**config.mk**
```make
export PLATFORM = sky130hd
export DESIGN_NAME = instr_queue_flat
export DESIGN_NICKNAME = d
export VERILOG_FILES = /design/src/rtl/instr_queue_if.sv /design/src/rtl/instr_queue.sv /design/src/flat_wrapper.sv
export SDC_FILE = /design/constraint.sdc
export NUM_CORES = 1
export LEC_CHECK = 0
export BUFFER_PORTS_ARGS = -buffer_cell sky130_fd_sc_hd__buf_2
export CAP_MARGIN = 20
export CORE_ASPECT_RATIO = 1.2
export CORE_MARGIN = 4
export CORE_UTILIZATION = 55
export DETAILED_ROUTE_END_ITERATION = 10
export MAX_ROUTING_LAYER = met4
export PLACE_DENSITY_LB_ADDON = 0.05
export SYNTH_ARGS = -nofsm -noshare
export SYNTH_HDL_FRONTEND = slang
export SYNTH_SLANG_ARGS = --single-unit
```
**constraint.sdc**
```tcl
create_clock -name clk -period 4.9 [get_ports clk]
set_input_delay 0.245 -clock clk [delete_from_list [all_inputs] [get_ports clk]]
set_output_delay 0.245 -clock clk [all_outputs]
set_load 0.005 [all_outputs]
```
**src/rtl/instr_queue_if.sv**
```systemverilog
// instr_queue_if: fetch-to-decode queue handshake bundle; master is the fetch/decode side, slave is the queue.
interface instr_queue_if #(
   parameter int DEPTH = 16,
   parameter int WIDTH = 64
);
   logic                     flush;
   logic                     push;
   logic [WIDTH-1:0]         push_data;
   logic                     full;
   logic                     pop;
   logic                     pop_valid;
   logic [WIDTH-1:0]         pop_data;
   logic [$clog2(DEPTH):0]   count;
   modport master (output flush, push, push_data, pop, input full, pop_valid, pop_data, count);
   modport slave (input flush, push, push_data, pop, output full, pop_valid, pop_data, count);
endinterface

```
**src/rtl/instr_queue.sv**
```systemverilog
// instr_queue: circular first-word-fall-through FIFO of {pc, instr} between fetch and decode, flushed on mispredict.
// Define INSTR_QUEUE_STATS_EN to add the full-cycle, flush and max-occupancy statistics ports.
module instr_queue #(
   parameter int DEPTH = 16,
   parameter int WIDTH = 64
) (
   input  logic                   clk,
   input  logic                   rst,
`ifdef INSTR_QUEUE_STATS_EN
   output logic [31:0]            stat_full_cycles,
   output logic [31:0]            stat_flushes,
   output logic [$clog2(DEPTH):0] stat_max_occ,
`endif
   instr_queue_if.slave           q
);
   localparam int AW = $clog2(DEPTH);
   logic [WIDTH-1:0] mem [DEPTH];
   logic [AW-1:0]    head_q, head_d, tail_q, tail_d;
   logic [AW:0]      count_q, count_d;
   logic             do_push, do_pop;
   // Flags come only from registered count so fetch sees no combinational path from push/pop.
   assign q.full      = count_q == (AW+1)'(DEPTH);
   assign q.pop_valid = count_q != '0;
   assign q.pop_data  = mem[head_q];
   assign q.count     = count_q;
   always_comb begin
      do_push = q.push && !q.full && !q.flush;
      do_pop  = q.pop && q.pop_valid && !q.flush;
      head_d  = q.flush ? '0 : head_q + AW'(do_pop);
      tail_d  = q.flush ? '0 : tail_q + AW'(do_push);
      count_d = q.flush ? '0 : count_q + (AW+1)'(do_push) - (AW+1)'(do_pop);
   end
   always_ff @(posedge clk) begin
      if (rst) begin
         head_q  <= '0;
         tail_q  <= '0;
         count_q <= '0;
      end else begin
         head_q  <= head_d;
         tail_q  <= tail_d;
         count_q <= count_d;
      end
   end
   always_ff @(posedge clk)
      if (do_push && !rst) mem[tail_q] <= q.push_data;
`ifdef INSTR_QUEUE_STATS_EN
   logic [31:0] full_cyc_q, full_cyc_d, flushes_q, flushes_d;
   logic [AW:0] max_occ_q, max_occ_d;
   always_comb begin
      full_cyc_d = (q.full && !(&full_cyc_q)) ? full_cyc_q + 32'd1 : full_cyc_q;
      flushes_d  = (q.flush && !(&flushes_q)) ? flushes_q + 32'd1 : flushes_q;
      max_occ_d  = count_q > max_occ_q ? count_q : max_occ_q;
   end
   always_ff @(posedge clk) begin
      if (rst) begin
         full_cyc_q <= '0;
         flushes_q  <= '0;
         max_occ_q  <= '0;
      end else begin
         full_cyc_q <= full_cyc_d;
         flushes_q  <= flushes_d;
         max_occ_q  <= max_occ_d;
      end
   end
   assign stat_full_cycles = full_cyc_q;
   assign stat_flushes     = flushes_q;
   assign stat_max_occ     = max_occ_q;
`endif
`ifndef SYNTHESIS
   // Fetch and decode are expected to respect the flags; violations are dropped and only reported.
   a_push_full: assert property (@(posedge clk) disable iff (rst) !(q.push && q.full))
      else $warning("instr_queue: push while full ignored");
   a_pop_empty: assert property (@(posedge clk) disable iff (rst) !(q.pop && !q.pop_valid))
      else $warning("instr_queue: pop while empty ignored");
   a_count_range: assert property (@(posedge clk) disable iff (rst) count_q <= (AW+1)'(DEPTH))
      else $error("instr_queue: count exceeds DEPTH");
   a_count_known: assert property (@(posedge clk) disable iff (rst) !$isunknown(count_q))
      else $error("instr_queue: count unknown after reset");
`endif
endmodule

```
**src/flat_wrapper.sv**
```systemverilog
// flat-port wrapper written by rule: the top's interface ports become plain ports
module instr_queue_flat 
#(
   parameter int DEPTH = 16,
   parameter int WIDTH = 64
)
  (clk, rst, q_flush, q_push, q_push_data, q_pop, q_full, q_pop_valid, q_pop_data, q_count);
  instr_queue_if #(.DEPTH(DEPTH), .WIDTH(WIDTH)) q_i ();
  input  logic clk;
  input  logic rst;
  input wire logic [$bits(q_i.flush)-1:0] q_flush;
  input wire logic [$bits(q_i.push)-1:0] q_push;
  input wire logic [$bits(q_i.push_data)-1:0] q_push_data;
  input wire logic [$bits(q_i.pop)-1:0] q_pop;
  output wire logic [$bits(q_i.full)-1:0] q_full;
  output wire logic [$bits(q_i.pop_valid)-1:0] q_pop_valid;
  output wire logic [$bits(q_i.pop_data)-1:0] q_pop_data;
  output wire logic [$bits(q_i.count)-1:0] q_count;
  assign q_i.flush = q_flush;
  assign q_i.push = q_push;
  assign q_i.push_data = q_push_data;
  assign q_i.pop = q_pop;
  assign q_full = q_i.full;
  assign q_pop_valid = q_i.pop_valid;
  assign q_pop_data = q_i.pop_data;
  assign q_count = q_i.count;
  instr_queue #(.DEPTH(DEPTH), .WIDTH(WIDTH)) u_core (.clk(clk), .rst(rst), .q(q_i));
endmodule
```
# After elaboration in Yosys (flattened, before gate mapping)
# Memories as Yosys holds them, arrays and structs flattened. A register that Yosys moved wholly into a read port is not among the register bits.
# Index checks and enable logic that the tools add are counted.
[totals]
wordCells = 22
mem_bits_rw = 1024
register_bits = 13
n_memories = 1
input_bits = 69
[mem_list]
columns = ["name", "words", "width", "rd", "rd_ports_with_merged_regs", "wr", "line", "rtl"]
rows = [
  ["u_core.mem", 16, 64, 1, 1, 1, "instr_queue.sv:17", "logic [WIDTH-1:0] mem [DEPTH];"],
]
[classes]
addsub = 4
muxes = 3
reduce_logical = 10
eq_ne = 1
[op_table]
columns = ["cell", "count"]
rows = [
  ["4-bit by 1-bit adder with 4-bit output", 2],
  ["5-bit by 1-bit adder with 5-bit output", 1],
  ["5-bit == test (second input constant)", 1],
  ["1-bit logical AND", 5],
  ["5-bit nonzero test", 1],
  ["5-bit by 1-bit subtractor with 5-bit output", 1],
  ["4-bit two-way mux", 1],
  ["1-bit zero test", 3],
  ["1-bit two-way mux", 2],
  ["2-bit OR reduction", 1],
]

# Depth between registers and ports, before layout
[logic_depth]
ltp_word = 7
ltp_mapped = 13
ltp_nobuf = 13

# Worst setup path after synthesis
# Ideal clock, no wire load.
[synth_path]
kind = "reg2reg"
startpoint = "reg u_core.count_q[2] (netlist: u_core.q.count[2])"
endpoint = "mem u_core.mem[2][0] (enable)"
arrival_ns = 4.168
path_stages_with_launch = 7
path_buffers = 0
synth_period_minus_slack_ns = 4.654
slack_ns = 0.246
cell_sequence = "dfxtp_1 -> inv_1 -> ha_1 -> nor4bb_1 -> nor3b_1 -> nand3b_1 -> nor2_1"
[synth_between]
elab_chain_cells = 7
[synth_rtl]
columns = ["item", "line", "rtl"]
rows = [
  ["start: declaration", "instr_queue.sv:19", "logic [AW:0] count_q, count_d;"],
  ["start signal: assignment", "instr_queue.sv:41", "count_q <= count_d;"],
  ["5-bit == test", "instr_queue.sv:22", "assign q.full = count_q == (AW+1)'(DEPTH);"],
  ["net q_full", "flat_wrapper.sv:15", "output wire logic [$bits(q_i.full)-1:0] q_full;"],
  ["1-bit zero test", "instr_queue.sv:27", "do_push = q.push && !q.full && !q.flush;"],
  ["1-bit logical AND (2 in series)", "instr_queue.sv:27", ""],
  ["1-bit logical AND", "instr_queue.sv:45", "if (do_push && !rst) mem[tail_q] <= q.push_data;"],
  ["1-bit two-way mux", "instr_queue.sv:45", ""],
  ["1-bit two-way mux (not written as such)", "instr_queue.sv:45", ""],
  ["end: declaration", "instr_queue.sv:17", ""],
]
# The timed path passes the listed nets, and every way through them passes these cells.

# Final worst setup path
[layout_path]
startpoint = "reg u_core.count_q[2] (netlist: u_core.q.count[2])"
endpoint = "mem u_core.mem[7][16] (enable)"
[layout_between]
elab_chain_cells = 7
[layout_rtl]
columns = ["item", "line"]
rows = [
  ["5-bit == test", "instr_queue.sv:22"],
  ["1-bit zero test", "instr_queue.sv:27"],
  ["1-bit logical AND (2 in series)", "instr_queue.sv:27"],
  ["1-bit logical AND", "instr_queue.sv:45"],
  ["1-bit two-way mux", "instr_queue.sv:45"],
  ["1-bit two-way mux (not written as such)", "instr_queue.sv:45"],
]
# Every way passes these cells.

==> impl_metrics.py <==
metrics = {
    "setup_path": {
        "worst_ep_arrival_time_ns": 3.95,
        "r2r-start": "u_core.q.count[2]$_SDFF_PP0_",
        "required_ns": 5.20,
        "cpMaxStageDelayCell": "nor3b_1",
        "worst-path-buf-inv": 2,
        "worstSetupStartpointType": "register",
        "crit_path_end_kind": "register",
        "crit_family": "simple AND/OR/NAND/NOR gates",
        "path_class": "reg -> reg",
        "path_max_fanout": 21,
        "max_stage_delay_ns": 0.80,
        "cp.depth": 7,
        "r2r-end": "u_core.mem[7][16]$_DFFE_PP_",
        "path_cells": "inv_1, ha_1, nor4bb_1, nor3b_1, nand3_1, nor2_4, buf_4",
        "reg2reg_depth": 7,
        "r2r_slack_ns": 1.25,
    },
    "cells_and_area": {
        "layout-drive-gt1-share_pct": 30.51,
        "final_common_cell": "edfxtp_1",
        "regArea_sq_um": 31020,
        "final_nets": 2005,
        "n_fill_cell": 4702,
        "final_util_pct": 64.30,
        "most-common-layout-cells": "1024 x edfxtp_1, 256 x mux4_2, 139 x buf_2",
        "syn_to_final_growth_pct": 15.46,
        "multiInputGateArea_sq_um": 7611,
    },
    "yosys": {
        "yosysUniqueCellTypes": 31,
        "syn_nets": 1735,
        "synth_flop_cell": "edfxtp_1",
        "synth_seq_cells": 1037,
        "synth_edf_count": 1024,
        "synth-seq-area-share_pct": 79.51,
        "synthArstFlopShare_pct": 0,
        "synthesis.area_sq_um": 39000,
        "yosysWarningCount": 0,
        "synthCells": 1655,
        "avgSynthCellArea_sq_um": 23.56,
    },
    "worst_hold_path": {
        "hold_start": "rst",
        "hold_class": "in -> reg",
        "hold_end": "u_core.head_q[0]$_SDFF_PP0_",
        "holdPathStages": 3,
    },
    "floorplanning": {
        "ioPinCount": 140,
        "core-area_sq_um": 70030,
        "initial_core_util_pct": 55.69,
        "chipHeight_microns": 299.7,
        "die_area_sq_um": 75250,
        "die_width_microns": 251.1,
        "row_count": 106,
    },
    "pwr": {
        "ir_drop_uv": 343.7,
        "p_per_area_nw_per_um2": 401.2,
        "power_leakage_nw": 14.00,
    },
    "place": {
        "gp_congestion": 0.7561,
        "port_buffers": 139,
        "pre_cts_slack_ns": 1.268,
        "dp_hpwl_microns": 44590,
    },
    "detailed_routing": {
        "drt.antenna.violating_nets": 0,
        "drt_pass1_iterations": 5,
        "drtIter0Drc": 1429,
        "wl_per_cell_microns": 27.66,
        "num_vias": 17790,
        "vias_per_cell": 6.070,
        "drc": 0,
        "wirelength_microns": 81040,
    },
    "status": {
        "status": "complete, no violations",
    },
    "global_route": {
        "grt_pass1_vias": 19280,
        "grt_overflow": 0,
        "antenna_found_initial": 3,
        "grt_use_total_pct": 22.60,
        "grt_start_max_net_pins": 68,
        "grt_pass1_wl_microns": 123600,
    },
    "sta": {
        "setup_slack_ns": 1.248,
        "hold_viol_final": 0,
        "worst_slew_pin_slew_ns": 1.107,
        "fin_skew_ns": 0.01532,
        "slew_violations": 0,
        "setup-violations-final": 0,
        "max_freq_ghz": 0.2739,
        "max_slew_margin_pct": 26.17,
        "post-route-period-util_pct": 74.52,
        "rsz0062_at_grt": "false",
        "fin_tns_setup_ns": 0,
        "period_needed_ns": 3.652,
    },
    "clock_network": {
        "clkSinkCount": 1037,
        "tritoncts": "yes",
        "post_cts_buffers": 0,
        "cts_root_buf": "clkbuf_16",
        "holdBufCountCts": 65,
        "ctsResizeCount": 0,
        "cts_buffers": 99,
        "clockBufferDepth": 3,
        "cts.clk_slew.worst_paths_ns": 0.06,
        "htree_num_levels": 3,
        "clock_latency_ns": 0.64,
    },
    "run": {
        "maxCapViolCount": 0,
    },
}
==> registers in the layout, indices dropped and copies added (netlist names) <==
signal and cells:
u_core.mem 1024, u_core.q.count 5, u_core.head_q 4, u_core.tail_q 4
==> cell families after synthesis <==
logic type / count (synthesis) / share of synthesized area (%)
DFF: 1037 / 79.51
muxes: 256 / 14.78
AOI/OAI and AO/OA: 132 / 2.522
and+or+nand+nor: 118 / 1.309
buffers and inverters: 94 / 1.344
adders and majority gates: 11 / 0.3722
xor gates and xnor gates: 7 / 0.1572
==> Yosys cell counts, drive strengths merged (2+ instances only) <==
| cell | n | area (sq um) |
|---|---|---|
| xor2 | 3 | 26.28 |
| nand3 | 3 | 15.01 |
| nand2 | 67 | 251.5 |
| nor2b | 2 | 12.51 |
| a21oi | 2 | 10.01 |
| xnor2 | 4 | 35.03 |
| ha | 10 | 125.1 |
| buf | 47 | 347.8 |
| clkbuf | 39 | 146.4 |
| edfxtp | 1024 | 30750 |
| mux4 | 256 | 5766 |
| nand3b | 3 | 22.52 |
| inv | 8 | 30.03 |
| nor3b | 2 | 15.01 |
| a22oi | 128 | 960.9 |
| nor2 | 28 | 105.1 |
| dfxtp | 13 | 260.3 |
| and2 | 6 | 37.54 |
==> per-stage QoR <==
stage / area (sq um) / total power, mW / cells / hold WS [ns]
final: 45030 / 18.07 / 2930 / 0.08197
after global routing: 45030 / 18.70 / 2930 / 0.08026
after CTS: 45020 / 18.25 / 2927 / 0.04163
after detailed placement: 41100 / 10.61 / 2677 / 0.5976
after global placement: 41080 / 10.59 / 2676 / 0.5704
after floorplan: 39000 / 10.34 / 1655 / 0.3439
==> power breakdown <==
part           total, mW  internal (mW)  switching (mW)
registers           9.80           9.78          0.0236
logic              0.644          0.299           0.346
clock network       7.62           4.45            3.17
==> worst reg2reg max path, stage by stage, from the launching register on <==
cell and delay (ns):
dfxtp_1 0.37, inv_1 0.08, ha_1 0.21, nor4bb_1 0.15
nor3b_1 0.80, nand3_1 0.51, nor2_4 0.69, buf_4 0.48
==> how the worst max path moves through the flow <==
stage / endpoint / from / slack (ns)
2_1_floorplan: u_core.mem[2][0]$_DFFE_PP_ / u_core.q.count[2]$_SDFF_PP0_ / 0.25
3_3_place_gp: u_core.mem[7][14]$_DFFE_PP_ / u_core.q.count[3]$_SDFF_PP0_ / 1.36
3_5_place_dp: u_core.mem[7][14]$_DFFE_PP_ / u_core.q.count[2]$_SDFF_PP0_ / 1.27
4_1_cts: u_core.mem[7][12]$_DFFE_PP_ / u_core.q.count[2]$_SDFF_PP0_ / 1.25
5_1_grt: u_core.mem[7][10]$_DFFE_PP_ / u_core.q.count[3]$_SDFF_PP0_ / 1.11
6_report: u_core.mem[7][16]$_DFFE_PP_ / u_core.q.count[2]$_SDFF_PP0_ / 1.25
==> cell type report <==
| type | instances | area share, % |
|---|---|---|
| multi-input combinational | 524 | 16.90 |
| tap | 918 | 2.551 |
| clock buffer | 114 | 5.721 |
| antenna | 3 | 0.01667 |
| sequential | 1037 | 68.88 |
| timing repair buffer | 255 | 4.312 |
| clock inverter | 71 | 1.548 |
| inverter | 8 | 0.06669 |
==> metal layers <==
metal  routed length, microns  track usage, %  up-vias  share of wire (%)
li1                         -               -     7641                  -
met1                    33210           29.86     9624                 41
met2                    42780           38.23      416                 53
met3                     3416           2.967      105                4.2
met4                     1635           5.615        0                2.0
met5                        0               -        -                  0
(Power assumes the default switching activity.)
